### src/rtl/dev_bridge_intc.sv
// dev_bridge_intc
// Bridge between the CPU data-memory port and the memory-mapped peripherals:
// two timer devices and an internal interrupt controller (INTC).
//
// Ports:
//   clk, reset            system clock; asynchronous active-high reset
//   cpu_addr/we/re/wd     CPU request (byte address, write strobe, read request, write data)
//   cpu_rd, cpu_rvalid    registered read data and its one-cycle valid pulse
//   dev_addr, dev_wd      address/data passthrough to the timers
//   dev0_we, dev1_we      per-timer write strobes (combinational)
//   dev0_rd, dev1_rd      timer read data (combinational from dev_addr[3:0])
//   irq_src               raw device interrupt lines
//   hwint, cpu_irq        masked pending vector and its OR, to CP0
//
// INTC register map (offset within INTC window):
//   0x0 PEND  pending[5:0], write-1-to-clear
//   0x4 MASK  [5:0] read/write
//   0x8 GEN   bit0 = global enable
//   0xC VEC   bit31 = any(pending & mask), [2:0] = lowest set index (read-only)

module dev_bridge_intc #(
  parameter logic [31:0] DEV0_BASE = 32'h0000_7f00,
  parameter logic [31:0] DEV1_BASE = 32'h0000_7f10,
  parameter logic [31:0] INTC_BASE = 32'h0000_7f20,
  parameter int          NIRQ      = 6
) (
  input  logic            clk,
  input  logic            reset,
  input  logic [31:0]     cpu_addr,
  input  logic            cpu_we,
  input  logic            cpu_re,
  input  logic [31:0]     cpu_wd,
  output logic [31:0]     cpu_rd,
  output logic            cpu_rvalid,
  output logic [31:0]     dev_addr,
  output logic [31:0]     dev_wd,
  output logic            dev0_we,
  output logic            dev1_we,
  input  logic [31:0]     dev0_rd,
  input  logic [31:0]     dev1_rd,
  input  logic [NIRQ-1:0] irq_src,
  output logic [NIRQ-1:0] hwint,
  output logic            cpu_irq
);

  localparam logic [3:0] OFF_PEND = 4'h0;
  localparam logic [3:0] OFF_MASK = 4'h4;
  localparam logic [3:0] OFF_GEN  = 4'h8;
  localparam logic [3:0] OFF_VEC  = 4'hc;

  // State
  logic [NIRQ-1:0] pending_q, pending_d;
  logic [NIRQ-1:0] mask_q,    mask_d;
  logic            gen_q,     gen_d;
  logic [NIRQ-1:0] irq_d_q;
  logic            capture_en_q;
  logic [31:0]     cpu_rd_q,  cpu_rd_d;
  logic            rvalid_q;

  // Decode
  logic       hit0, hit1, hit_c, intc_we;
  logic [3:0] off;

  assign hit0    = (cpu_addr[31:4] == DEV0_BASE[31:4]);
  assign hit1    = (cpu_addr[31:4] == DEV1_BASE[31:4]);
  assign hit_c   = (cpu_addr[31:4] == INTC_BASE[31:4]);
  assign off     = cpu_addr[3:0];
  assign intc_we = cpu_we & hit_c;

  assign dev_addr = cpu_addr;
  assign dev_wd   = cpu_wd;
  assign dev0_we  = cpu_we & hit0;
  assign dev1_we  = cpu_we & hit1;

  // Interrupt path
  logic [NIRQ-1:0] rise, w1c, masked;
  logic [2:0]      vec_idx;
  logic [31:0]     vec_word;
  logic [31:0]     rd_mux;

  always_comb begin
    // NOTE: every always_comb output gets a default first so no path leaves it unassigned (no latch).
    rise     = '0;
    w1c      = '0;
    vec_idx  = '0;
    pending_d = pending_q;
    mask_d   = mask_q;
    gen_d    = gen_q;

    // Capture is held off for the first clock after reset so irq_d first
    // tracks the live lines; a level already high at release is not an edge.
    if (capture_en_q) rise = irq_src & ~irq_d_q;

    if (intc_we && off == OFF_PEND) w1c    = cpu_wd[NIRQ-1:0];
    if (intc_we && off == OFF_MASK) mask_d = cpu_wd[NIRQ-1:0];
    if (intc_we && off == OFF_GEN)  gen_d  = cpu_wd[0];

    // Set is applied after the clear so a same-cycle edge wins.
    pending_d = (pending_q & ~w1c) | rise;

    // Lowest index has highest priority: scan downward, last hit wins.
    masked = pending_q & mask_q;
    for (int i = NIRQ - 1; i >= 0; i--) begin
      if (masked[i]) vec_idx = 3'(i);
    end
    vec_word = {|masked, 28'd0, vec_idx};

    // Read mux uses current register values, so a simultaneous write
    // returns the pre-write contents.
    rd_mux = 32'd0;
    if (hit0)      rd_mux = dev0_rd;
    else if (hit1) rd_mux = dev1_rd;
    else if (hit_c) begin
      case (off)
        OFF_PEND: rd_mux = {{(32-NIRQ){1'b0}}, pending_q};
        OFF_MASK: rd_mux = {{(32-NIRQ){1'b0}}, mask_q};
        OFF_GEN:  rd_mux = {31'd0, gen_q};
        OFF_VEC:  rd_mux = vec_word;
        default:  rd_mux = 32'd0;
      endcase
    end

    cpu_rd_d = cpu_re ? rd_mux : cpu_rd_q;
  end

  // NOTE: sequential state uses non-blocking assignments so all flops update from pre-edge values.
  always_ff @(posedge clk or posedge reset) begin
    if (reset) begin
      pending_q    <= '0;
      mask_q       <= '0;
      gen_q        <= 1'b0;
      irq_d_q      <= '0;
      capture_en_q <= 1'b0;
      cpu_rd_q     <= 32'd0;
      rvalid_q     <= 1'b0;
    end else begin
      pending_q    <= pending_d;
      mask_q       <= mask_d;
      gen_q        <= gen_d;
      irq_d_q      <= irq_src;
      capture_en_q <= 1'b1;
      cpu_rd_q     <= cpu_rd_d;
      rvalid_q     <= cpu_re;
    end
  end

  assign cpu_rd     = cpu_rd_q;
  assign cpu_rvalid = rvalid_q;
  assign hwint      = gen_q ? (pending_q & mask_q) : '0;
  assign cpu_irq    = |hwint;

endmodule
### config.mk
export PLATFORM = sky130hd
export DESIGN_NAME = dev_bridge_intc
export DESIGN_NICKNAME = d
export VERILOG_FILES = /design/src/rtl/dev_bridge_intc.sv
export SDC_FILE = /design/constraint.sdc
export NUM_CORES = 1
export LEC_CHECK = 0
export CAP_MARGIN = 20
export CORE_ASPECT_RATIO = 1.2
export CORE_MARGIN = 2
export CORE_UTILIZATION = 35
export DETAILED_ROUTE_END_ITERATION = 10
export MAX_ROUTING_LAYER = met4
export PLACE_DENSITY_LB_ADDON = 0.08
export SYNTH_ARGS = -nofsm -noshare
export SYNTH_HDL_FRONTEND = slang
export SYNTH_SLANG_ARGS = --single-unit
### constraint.sdc
create_clock -name clk -period 1.9 [get_ports clk]
set_input_delay 0.19 -clock clk [delete_from_list [all_inputs] [get_ports clk]]
set_output_delay 0.19 -clock clk [all_outputs]
set_load 0.05 [all_outputs]
* After elaboration in Yosys (flattened, before gate mapping)
Cells that the tools add are included.
** Word-level totals
- Word-level logic and storage cells :: 41
- Output and inout bits :: 106
- Input port bits :: 138
- Register bits :: 53
** Operators by class
- Reduce and logical (&&, ||, !) cells :: 6
- Bitwise logic cells :: 9
- Equality and inequality tests :: 6
- Mux-type cells :: 13
** Operators with widths (count)
- $pmux W32 S4 :: 1
- $mux W32 :: 3
- $eq A28 B11 Y1 const B :: 3
- $and A6 B6 Y6 :: 3
- $mux W3 :: 6
- $mux W6 :: 3
- $not A6 Y6 :: 2
- $reduce_or A6 Y1 :: 2
- $eq A4 B4 Y1 const B :: 2
- $or A6 B6 Y6 :: 1
- $eq A4 B3 Y1 const B :: 1
- $logic_not A4 Y1 :: 1
- $and A1 B1 Y1 :: 3
- $logic_and A1 B1 Y1 :: 3

* Longest topological paths before layout
- Word-level depth :: 11
- Mapped depth :: 6
- Mapped depth without buffers :: 5

* Worst setup path before layout
Ideal clock, no wire load.
- Path type :: input-to-output
- Start point :: in cpu_addr[17]
- End point :: out dev1_we
- Arrival time :: 2.290 ns
- Required time :: 1.710 ns
- Setup slack :: -0.580 ns
- Stages :: 3
- Buffers on the path :: 0
- Cells stage by stage :: nor4_4 -> nand4b_4 -> nor4_1
** Between the ends
- Cells in the longest elaborated chain, start to end :: 2
** RTL lines
- start, declared :: line 29 : input logic [31:0] cpu_addr,
- $eq A28 B11 Y1 :: line 65 : assign hit1 = (cpu_addr[31:4] == DEV1_BASE[31:4]);
- $and A1 B1 Y1 :: line 73 : assign dev1_we = cpu_we & hit1;
- end, declared :: line 38 : output logic dev1_we,
Every way passes these cells.

* Worst setup path in the final report
- Start point :: in cpu_addr[19]
- End point :: out dev0_we
** Between the ends
- Cells in the longest elaborated chain, start to end :: 2
** RTL lines
- $eq A28 B11 Y1 :: line 64 : assign hit0 = (cpu_addr[31:4] == DEV0_BASE[31:4]);
- $and A1 B1 Y1 :: line 72 : assign dev0_we = cpu_we & hit0;
- end, declared :: line 37 : output logic dev0_we,
Every way passes these cells.

==> results <==
[critical path: cells and delay by family]
family / cells / cell delay, ps
buffers and inverters: 3 / 500
and+or+nand+nor: 4 / 940
[cell type report]
class,instances,area (sq um),share of cell area
timing repair buffer,233,2240,0.413
multi-input combinational,192,1480,0.272
sequential,53,1330,0.244
tap,123,154,0.0283
clock buffer,5,125,0.0230
clock inverter,3,65.1,0.0120
inverter,11,41.3,0.00760
[sequential cells by signal, summed over array words and instances, names as in the netlist]
name          count
capture_en_q      1
cpu_rd           32
cpu_rvalid        1
gen_q             1
irq_d_q           6
mask_q            6
pending_q         6
[stage by stage]
stage | hold WS (ps) | utilization | cells
after floorplan | 221 | - | 335
after global placement | 380 | 0.551 | 608
after detailed placement | 380 | 0.551 | 608
after CTS | 272 | 0.574 | 620
after global routing | 301 | 0.577 | 620
final | 259 | 0.577 | 620
[layer usage]
| metal | routed length, um | share of wire | vias to the layer above | GRT usage |
|---|---|---|---|---|
| li1 | - | - | 1471 | - |
| met1 | 3730 | 0.37 | 1477 | 0.219 |
| met2 | 5150 | 0.51 | 167 | 0.342 |
| met3 | 1050 | 0.10 | 10 | 0.0632 |
| met4 | 122 | 0.012 | 0 | 0.0422 |
| met5 | 0 | 0 | - | - |
[where the power goes]
part	internal (uW)	switching, uW	total, uW
Combinational	412	530	942
Clock	753	405	1160
Sequential	1180	26.6	1200
[logic make-up after synthesis]
group / Yosys count / share of synthesized area
AND/OR/NAND/NOR: 92 / 0.180
buffers and inverters: 90 / 0.178
AO/OA/AOI/OAI: 86 / 0.205
flip-flops: 53 / 0.395
multiplexers: 13 / 0.0413
other: 1 / 0.00112
[how the worst max path moves through the flow]
stage | start | to | slack [ps] | depth (start not counted)
after global placement | cpu_addr[21] | mask_q[4] | -340 | 6
after CTS | cpu_addr[27] | dev0_we | 5 | 6
after detailed placement | cpu_addr[21] | mask_q[4] | -400 | 6
after global routing | cpu_addr[19] | dev0_we | 3 | 7
final | cpu_addr[19] | dev0_we | 80 | 7
after floorplan | cpu_addr[17] | dev1_we | -6 | 3
[synthesized netlist by cell type, drive strengths merged (5+ instances only)]
master	count	share of area
buf	69	0.15
dfrtp	53	0.39
nor2	36	0.040
a22oi	28	0.077
a21oi	27	0.051
inv	11	0.012
clkbuf	10	0.011
nand2	10	0.011
nand3	8	0.016
nor4	8	0.046
mux2	7	0.023
mux2i	6	0.018
nor3	6	0.0089
a32o	5	0.015
o21ai	5	0.0074
[repair_timing]
action / 4_1_cts / 5_1_grt
resized for setup: 28 / 15
setup endpoints to repair: 33 / 24
pin swaps: 10 / 9
buffers inserted: 4 / 0
==> flow_summary.ini <==
[clock_network]
cts.path.max_buffers = 2
h-tree-depth = 2
ctsHoldBuffers = 0
cts_tree = done
cts_buffers = 5
clock_latency_ps = 280
clk_pin_slew_ps = 70
root_buffer = clkbuf_16
clock-sinks = 53

[yosys]
synthFlopType = dfrtp_1
ys_async_sr_fraction = 1.00
ys_types = 50
seq_area_frac_synth = 0.395
syn-cell-area_sq_um = 3360
synth_seq_cells = 53
synth_edf_count = 0
yosys_warnings = 0
syn_nets = 473
postSynthCellCount = 335
postSynthAreaPerCell_sq_um = 10.0

[route]
drc = 0
drt-total-wl_um = 10100
dr.pass1.iters = 4
first_iter_violations = 155
wl_per_cell_um = 16.2
antenna_left = 0
drt-vias-per-instance = 5.04
vias = 3125

[critical_path]
cp_common_cell = nor4_4
cp-end-kind = output pin
path_cells = clkdlybuf4s15_1 -> nor4_4 -> nand4b_4 -> buf_6 -> nor4_4 -> and2_4 -> buf_12
start_kind = input pin
r2r_setup_slack_ps = 310
worstPathMaxFanout = 3
reg2reg_from = pending_q[2]
max_stage_delay_ps = 300
arrival_ps = 1630
slowest_stage = nor4_4
r2r_cells = 6
path_class = in2out
timing.rr.end = cpu_rd[1]
required_ps = 1710

[final_layout]
final_common_cell = clkdlybuf4s50_1
final_layout_size_suffix_gt1_frac = 0.310
layout.cells.most_common_list = clkdlybuf4s50_1 (118), buf_4 (76), dfrtp_1 (53), nor2_1 (36), a22oi_1 (18)
fill_cells = 832
areaGrowthSynthToFinish_pct = 61.7
antenna_cells = 0
final_cell_area_sq_um = 5430
final_net_count = 634

[timing]
period_share = 0.957
tightest_slew_ps = 551
hold_violations = 0
drv_slew = 0
fin_crit_ps = 1820
final-setup-viol-count = 0
tns_ps = 0
rsz0062_at_grt = false
setup_ws_ps = 82.5
finClkSkew_ps = 2.78
fmax_ghz = 0.550
slew_headroom = 0.632

[placement]
gp_congestion = 0.809
preCtsSetupSlack_ps = -402
place_hpwl_um = 7930
portBuffers = 191
placed_cell_area_sq_um = 5190

[floorplan]
start_util = 0.357
rows = 39
ios = 244
floorplan.die.width_um = 93.4
core_area_sq_um = 9420
die_area_sq_um = 10400
dieHeight_um = 111

[min_path]
hold_class = in2async

[grt]
grt_pass1_vias = 3191
grt_pass1_wl_um = 16000
antenna_found_initial = 0
grt_max_degree = 54
gr-usage-all-layers = 0.197
grt_overflow = 0

[power_and_ir_drop]
power_uw = 3300
irDropWorstVdd_v = 0.000373
p_per_area_nw_per_um2 = 608
leakage_uw = 0.00231

[run]
maxCapViolCount = 0

[run_status]
status = finished, final reports clean
(Power assumes the default switching activity.)
